[src/rtl/adc_pkg.sv]
// ============================================================================
// Module   : adc_pkg
// Purpose  : Shared state encoding, default sizes and width helper for the
//            multi-channel ADC SPI receiver.
// Revision : 1.0 - initial release
// ============================================================================
`default_nettype none

package adc_pkg;

    typedef enum logic [2:0] {
        IDLE     = 3'd0,
        CS_SETUP = 3'd1,
        SHIFT    = 3'd2,
        DONE     = 3'd3,
        QUIET    = 3'd4
    } state_t;

    localparam int c_DEF_FRAME_BITS   = 16;
    localparam int c_DEF_DATA_BITS    = 12;
    localparam int c_DEF_CHANNELS     = 2;
    localparam int c_DEF_CLK_DIV      = 4;
    localparam int c_DEF_QUIET_CYCLES = 8;

    // Bits needed to hold 0..value, never less than one.
    function automatic int clog2_min1(input int value);
        return (value < 1) ? 1 : $clog2(value + 1);
    endfunction

endpackage

`default_nettype wire

[src/rtl/sclk_gen.sv]
// ============================================================================
// Module   : sclk_gen
// Purpose  : SCLK half-period divider; low phase first, idles high when off.
// Revision : 1.0 - initial release
// ============================================================================
`default_nettype none

module sclk_gen
    import adc_pkg::*;
#(
    parameter int CLK_DIV = c_DEF_CLK_DIV
) (
    input  logic clk,
    input  logic rst,
    input  logic i_en,
    output logic o_sclk,
    output logic o_rise_strobe,
    output logic o_fall_strobe
);

    localparam int                c_CNT_W = clog2_min1(CLK_DIV - 1);
    localparam logic [c_CNT_W-1:0] c_LAST = c_CNT_W'(CLK_DIV - 1);

    logic [c_CNT_W-1:0] r_cnt;
    logic               r_phase;
    logic               w_last;

    assign w_last = (r_cnt == c_LAST);

    always_ff @(posedge clk or posedge rst) begin
        if (rst) begin
            r_cnt   <= '0;
            r_phase <= 1'b0;
        end else if (!i_en) begin
            r_cnt   <= '0;
            r_phase <= 1'b0;
        end else if (w_last) begin
            r_cnt   <= '0;
            r_phase <= ~r_phase;
        end else begin
            r_cnt   <= r_cnt + c_CNT_W'(1);
        end
    end

    // Strobes flag the cycle whose closing edge flips SCLK.
    assign o_sclk        = i_en ? r_phase : 1'b1;
    assign o_rise_strobe = i_en && !r_phase && w_last;
    assign o_fall_strobe = i_en &&  r_phase && w_last;

endmodule

`default_nettype wire

[src/rtl/adc_spi_rx_multi.sv]
// ============================================================================
// Module   : adc_spi_rx_multi
// Purpose  : SPI master/receiver for CHANNELS parallel AD7476-class ADCs.
//            Optional leading-zero frame check: define ADC_LEAD_ZERO_CHECK_EN.
// Revision : 1.0 - initial release
// ============================================================================
`default_nettype none

module adc_spi_rx_multi
    import adc_pkg::*;
#(
    parameter int FRAME_BITS   = c_DEF_FRAME_BITS,
    parameter int DATA_BITS    = c_DEF_DATA_BITS,
    parameter int CHANNELS     = c_DEF_CHANNELS,
    parameter int CLK_DIV      = c_DEF_CLK_DIV,
    parameter int QUIET_CYCLES = c_DEF_QUIET_CYCLES
) (
    input  logic                           clk,
    input  logic                           reset,
    input  logic                           start,
    input  logic                           continuous,
    input  logic [CHANNELS-1:0]            SDATA,
    output logic                           CS,
    output logic                           SCLK,
    output logic                           busy,
    output logic                           rx_done_tick,
    output logic [CHANNELS*FRAME_BITS-1:0] b_reg,
    output logic [CHANNELS*DATA_BITS-1:0]  data_Out
`ifdef ADC_LEAD_ZERO_CHECK_EN
    ,
    output logic [CHANNELS-1:0]            frame_err
`endif
);

    localparam int c_CNT_MAX = ((CLK_DIV > QUIET_CYCLES) ? CLK_DIV : QUIET_CYCLES) - 1;
    localparam int c_CNT_W   = clog2_min1(c_CNT_MAX);
    localparam int c_BIT_W   = clog2_min1(FRAME_BITS - 1);

    localparam logic [c_CNT_W-1:0] c_SETUP_LAST = c_CNT_W'(CLK_DIV - 1);
    localparam logic [c_CNT_W-1:0] c_QUIET_LAST = c_CNT_W'(QUIET_CYCLES - 1);
    localparam logic [c_BIT_W-1:0] c_BIT_LAST   = c_BIT_W'(FRAME_BITS - 1);

    state_t                         r_state;
    state_t                         w_next;
    logic [c_CNT_W-1:0]             r_cnt;
    logic [c_BIT_W-1:0]             r_bit;
    logic                           w_rise;
    logic                           w_bit_end;
    logic                           w_load;
    logic [CHANNELS*FRAME_BITS-1:0] w_sr_flat;

    sclk_gen #(
        .CLK_DIV (CLK_DIV)
    ) u_sclk_gen (
        .clk           (clk),
        .rst           (reset),
        .i_en          (r_state == SHIFT),
        .o_sclk        (SCLK),
        .o_rise_strobe (w_rise),
        .o_fall_strobe (w_bit_end)
    );

    always_ff @(posedge clk or posedge reset) begin
        if (reset) r_state <= IDLE;
        else       r_state <= w_next;
    end

    // A start held through the end of QUIET chains like continuous mode.
    always_comb begin
        w_next = r_state;
        unique case (r_state)
            IDLE:     if (start) w_next = CS_SETUP;
            CS_SETUP: if (r_cnt == c_SETUP_LAST) w_next = SHIFT;
            SHIFT:    if (w_bit_end && (r_bit == c_BIT_LAST)) w_next = DONE;
            DONE:     w_next = QUIET;
            QUIET:    if (r_cnt == c_QUIET_LAST)
                          w_next = (continuous || start) ? CS_SETUP : IDLE;
            default:  w_next = IDLE;
        endcase
    end

    always_ff @(posedge clk or posedge reset) begin
        if (reset)
            r_cnt <= '0;
        else if ((r_state != w_next) || !((r_state == CS_SETUP) || (r_state == QUIET)))
            r_cnt <= '0;
        else
            r_cnt <= r_cnt + c_CNT_W'(1);
    end

    always_ff @(posedge clk or posedge reset) begin
        if (reset)                 r_bit <= '0;
        else if (r_state != SHIFT) r_bit <= '0;
        else if (w_bit_end)        r_bit <= r_bit + c_BIT_W'(1);
    end

    assign w_load       = (r_state == SHIFT) && (w_next == DONE);
    assign CS           = !((r_state == CS_SETUP) || (r_state == SHIFT));
    assign busy         = (r_state != IDLE);
    assign rx_done_tick = (r_state == DONE);

    for (genvar c = 0; c < CHANNELS; c++) begin : g_chan
        logic [FRAME_BITS-1:0] r_sr;

        always_ff @(posedge clk or posedge reset) begin
            if (reset)       r_sr <= '0;
            else if (w_rise) r_sr <= (r_sr << 1) | FRAME_BITS'(SDATA[c]);
        end

        assign w_sr_flat[c*FRAME_BITS +: FRAME_BITS] = r_sr;
        assign data_Out[c*DATA_BITS +: DATA_BITS]    = b_reg[c*FRAME_BITS +: DATA_BITS];
    end

    // Published only on a complete frame, so an aborted frame never leaks out.
    always_ff @(posedge clk or posedge reset) begin
        if (reset)       b_reg <= '0;
        else if (w_load) b_reg <= w_sr_flat;
    end

`ifdef ADC_LEAD_ZERO_CHECK_EN
    if (FRAME_BITS > DATA_BITS) begin : g_lz
        logic [CHANNELS-1:0] w_lz;

        for (genvar c = 0; c < CHANNELS; c++) begin : g_lz_chan
            assign w_lz[c] = |w_sr_flat[c*FRAME_BITS + DATA_BITS +: FRAME_BITS - DATA_BITS];
        end

        always_ff @(posedge clk or posedge reset) begin
            if (reset)       frame_err <= '0;
            else if (w_load) frame_err <= w_lz;
        end
    end else begin : g_no_lz
        assign frame_err = '0;
    end
`endif

endmodule

`default_nettype wire
[config.mk]
export PLATFORM = sky130hd
export DESIGN_NAME = adc_spi_rx_multi
export DESIGN_NICKNAME = d
export VERILOG_FILES = /design/src/rtl/adc_pkg.sv /design/src/rtl/sclk_gen.sv /design/src/rtl/adc_spi_rx_multi.sv
export SDC_FILE = /design/constraint.sdc
export NUM_CORES = 1
export LEC_CHECK = 0
export ABC_CLOCK_PERIOD_IN_PS = 5820
export BUFFER_PORTS_ARGS = -buffer_cell sky130_fd_sc_hd__buf_2
export CAP_MARGIN = 20
export CORE_UTILIZATION = 55
export DETAILED_ROUTE_END_ITERATION = 7
export GPL_TIMING_DRIVEN = 0
export PLACE_DENSITY = 0.79
export SETUP_SLACK_MARGIN = 0.1
export SYNTH_ARGS = -nofsm -noshare
export SYNTH_HDL_FRONTEND = slang
export SYNTH_SLANG_ARGS = --single-unit
[constraint.sdc]
create_clock -name clk -period 5.82 [get_ports clk]
set_input_delay 0.291 -clock clk [delete_from_list [all_inputs] [get_ports clk]]
set_output_delay 0.291 -clock clk [all_outputs]
set_load 0.1 [all_outputs]
==> out/qor.csv <==
stage;metric;value;unit
die;die-width;79.3;um
cts;htree_levels;3;
power;p_comb_frac;0.188;
routing;ant_nets;0;
global_routing;grt_max_degree;70;
routing;viasPerCell;4.99;
cells_and_area;fin_area;0.00395;sq mm
cts;clkLatencyLatePin;0.34;ns
synth;yosys.area_share.simple;0.0594;
power;powerDensity;312;mW/mm^2
synth;yosysSeqAreaShare;0.587;
synth;synth_area;0.00328;sq mm
synth;synth.distinct_cells;32;
timing;maxSlewHeadroom;0.673;
power;vdd_drop_max;0.000392;V
global_routing;track_usage;0.188;
critical_path;crit_type;flip-flop to primary output;
placed_design;gp_congestion;0.777;
global_routing;grt_antenna_before_repair;0;
global_routing;grt_pass1_vias;1892;
routing;wl_per_cell;13.8;um
synth;yosys.area_share.adder;0.0190;
synth;ys_warn_count;0;
timing;worst_pin_slew;0.493;ns
cts;cts_resized;0;
synth;synth_top_flop_cell;dfrtp_1;
critical_path;critical_path.max_fanout;9;
cts;cts_sinks;77;
cts;cts_buffers;9;
cts;clock_path_buffers;2;
min_path;hold_class;input pin to flip-flop;
cts;cts_root_buf;clkbuf_8;
synth;synthArstFlopShare;1.00;
power;power.internal;0.870;mW
timing;fmax;442;MHz
die;io_pins;66;
timing;timing.final.crit_period;2.26;ns
timing;finalCritPeriodShare;0.388;
power;power.switching_fraction;0.295;
critical_path;endpoint_kind;primary output;
status;outcome;finished, final reports clean;
die;fp-row-count;27;
global_routing;grt.overflow.total;0;
synth;synth-seq-cells;77;
power;p_clk_frac;0.352;
synth;avgSynthCellArea;14.5;sq um
placed_design;portBuffers;65;
timing;setup_violations;0;
routing;drc;0;
timing;rsz0062_at_grt;false;
routing;drt_iter0_drc;63;
critical_path;crit_required;5.53;ns
synth;synth-xor-area-share;0.00800;
power;switchingPower;0.364;mW
global_routing;grt_pass1_wl;8960;um
synth;muxShareOfSynthArea;0.219;
critical_path;cp.arrival;1.97;ns
placed_design;hpwl;3470;um
critical_path;start_kind;flip-flop;
timing;report.final.slew_viol_count;0;
routing;wirelength;5250;um
cells_and_area;drive_above_1_share;0.589;
timing;finalSetupTns;0;ns
die;start_util;0.582;
synth;synth_cells;227;
die;die_y;79.3;um
synth;synth-compound-area-share;0.0187;
timing;finClkSkew;0.0125;ns
cells_and_area;area_growth_syn_to_layout;20.4;%
placed_design;place_area;0.00373;sq mm
cells_and_area;diodes;0;
die;fp.dieArea;0.00628;sq mm
routing;via_count;1901;
die;coreArea;0.00564;sq mm
routing;firstDrtPassIters;4;
cts;cts_tree;yes;
synth;synth_top_family_by_area;multiplexers;
run;cap_viol_max_count;0;
power;pwr-share-seq;0.460;
power;power;1.23;mW
cells_and_area;fin_nets;316;
cts;clk_pin_slew;0.08;ns
timing;final_hold_viol_count;0;
power;p_leak;2.20;nW
synth;synth_fp_nets;238;
synth;synth_edf_count;0;
==> stage by stage <==
stage | hold WS [ns] | utilization | setup slack [ns] | instances
floorplan | 0.410 | - | 3.56 | 227
finish | 0.190 | 0.701 | 3.56 | 381
detailed placement | 0.204 | 0.661 | 3.93 | 365
global route | 0.193 | 0.701 | 3.50 | 381
CTS | 0.178 | 0.701 | 3.56 | 381
global placement | 0.421 | 0.656 | 2.68 | 364
==> critical path, cell delays in order, from the launching register on <==
cell	delay, ns
dfrtp_1	0.51
or3b_1	0.37
clkbuf_2	0.17
or2_2	0.29
buf_2	0.29
==> placed cells by master, fill, tap and decap left out, types with 2 or more instances in the layout <==
cell / instances
clkbuf_2: 2
nor2_4: 2
bufinv_16: 2
clkbuf_1: 2
a21o_1: 2
ha_1: 5
nor2_1: 8
a21oi_1: 3
buf_4: 24
nor3_1: 2
inv_1: 4
buf_6: 7
nand2_1: 3
or3_1: 2
mux2_2: 63
xor2_1: 2
buf_2: 65
nand3_1: 3
clkbuf_8: 10
nor3b_1: 2
dfrtp_1: 77
==> Yosys cell counts, drive strengths merged, types with 2 or more instances <==
master	number	share of area
a21o	2	0.0046
a21oi	3	0.0046
buf	31	0.079
clkbuf	3	0.0042
dfrtp	77	0.59
ha	5	0.019
inv	5	0.0057
mux2	64	0.22
nand2	3	0.0034
nand3	3	0.0046
nor2	10	0.016
nor3	2	0.0030
nor3b	2	0.0046
or3	2	0.0038
xor2	2	0.0053
==> power groups by stage <==
stage	Sequential, mW	Combinational, mW	Clock [mW]
global route	0.569	0.251	0.463
global placement	0.576	0.227	0
finish	0.567	0.232	0.434
CTS	0.567	0.234	0.442
floorplan	0.574	0.201	0
detailed placement	0.578	0.233	0
==> path summary, 6_finish.rpt <==
check	from	end	slack, ns	cells after the start
max in group asynchronous	reset	b_reg[0]	4.84	4
worst min register to register	u_sclk_gen.r_cnt[0]	u_sclk_gen.r_cnt[0]	0.44	1
worst min-delay path	SDATA[1]	g_chan[1].r_sr[0]	0.19	2
worst max register to register	u_sclk_gen.r_cnt[0]	b_reg[9]	4.07	5
worst max-delay path	r_state[1]	SCLK	3.56	4
min in group asynchronous	reset	g_chan[0].r_sr[13]	0.41	3
==> layout make-up <==
cell class	count	area, sq um
inverters	5	21.3
multi-input cells	111	1070
clock inverters	4	72.6
fillers	416	1690
well taps	72	90.1
repair buffers	67	363
clock buffers	11	141
plain buffers	34	273
flip-flops and latches	77	1930
==> cells by family (layout without fill, tap and decap cells) <==
kind of cell	after synthesis	after routing
AND/OR/NAND/NOR	30	30
buffers and inverters	39	121
XOR/XNOR	3	3
multiplexers	64	64
flip-flops	77	77
adder cells (fa/ha/maj)	5	5
AO/OA/AOI/OAI	9	9
==> routing by layer <==
| layer | vias to the layer above | wire (um) | track usage |
|---|---|---|---|
| li1 | 905 | - | - |
| met1 | 937 | 2340 | 0.242 |
| met2 | 49 | 2610 | 0.304 |
| met3 | 10 | 206 | 0.0356 |
| met4 | 0 | 93 | 0.0927 |
| met5 | - | 0 | 0 |
==> what timing repair did <==
| item | CTS | global route |
|---|---|---|
| hold buffers | 1 | 0 |
| endpoints found under the hold margin | 8 | 0 |
| setup buffers | 0 | 0 |
Note: power is estimated with default switching activity, not from simulation.
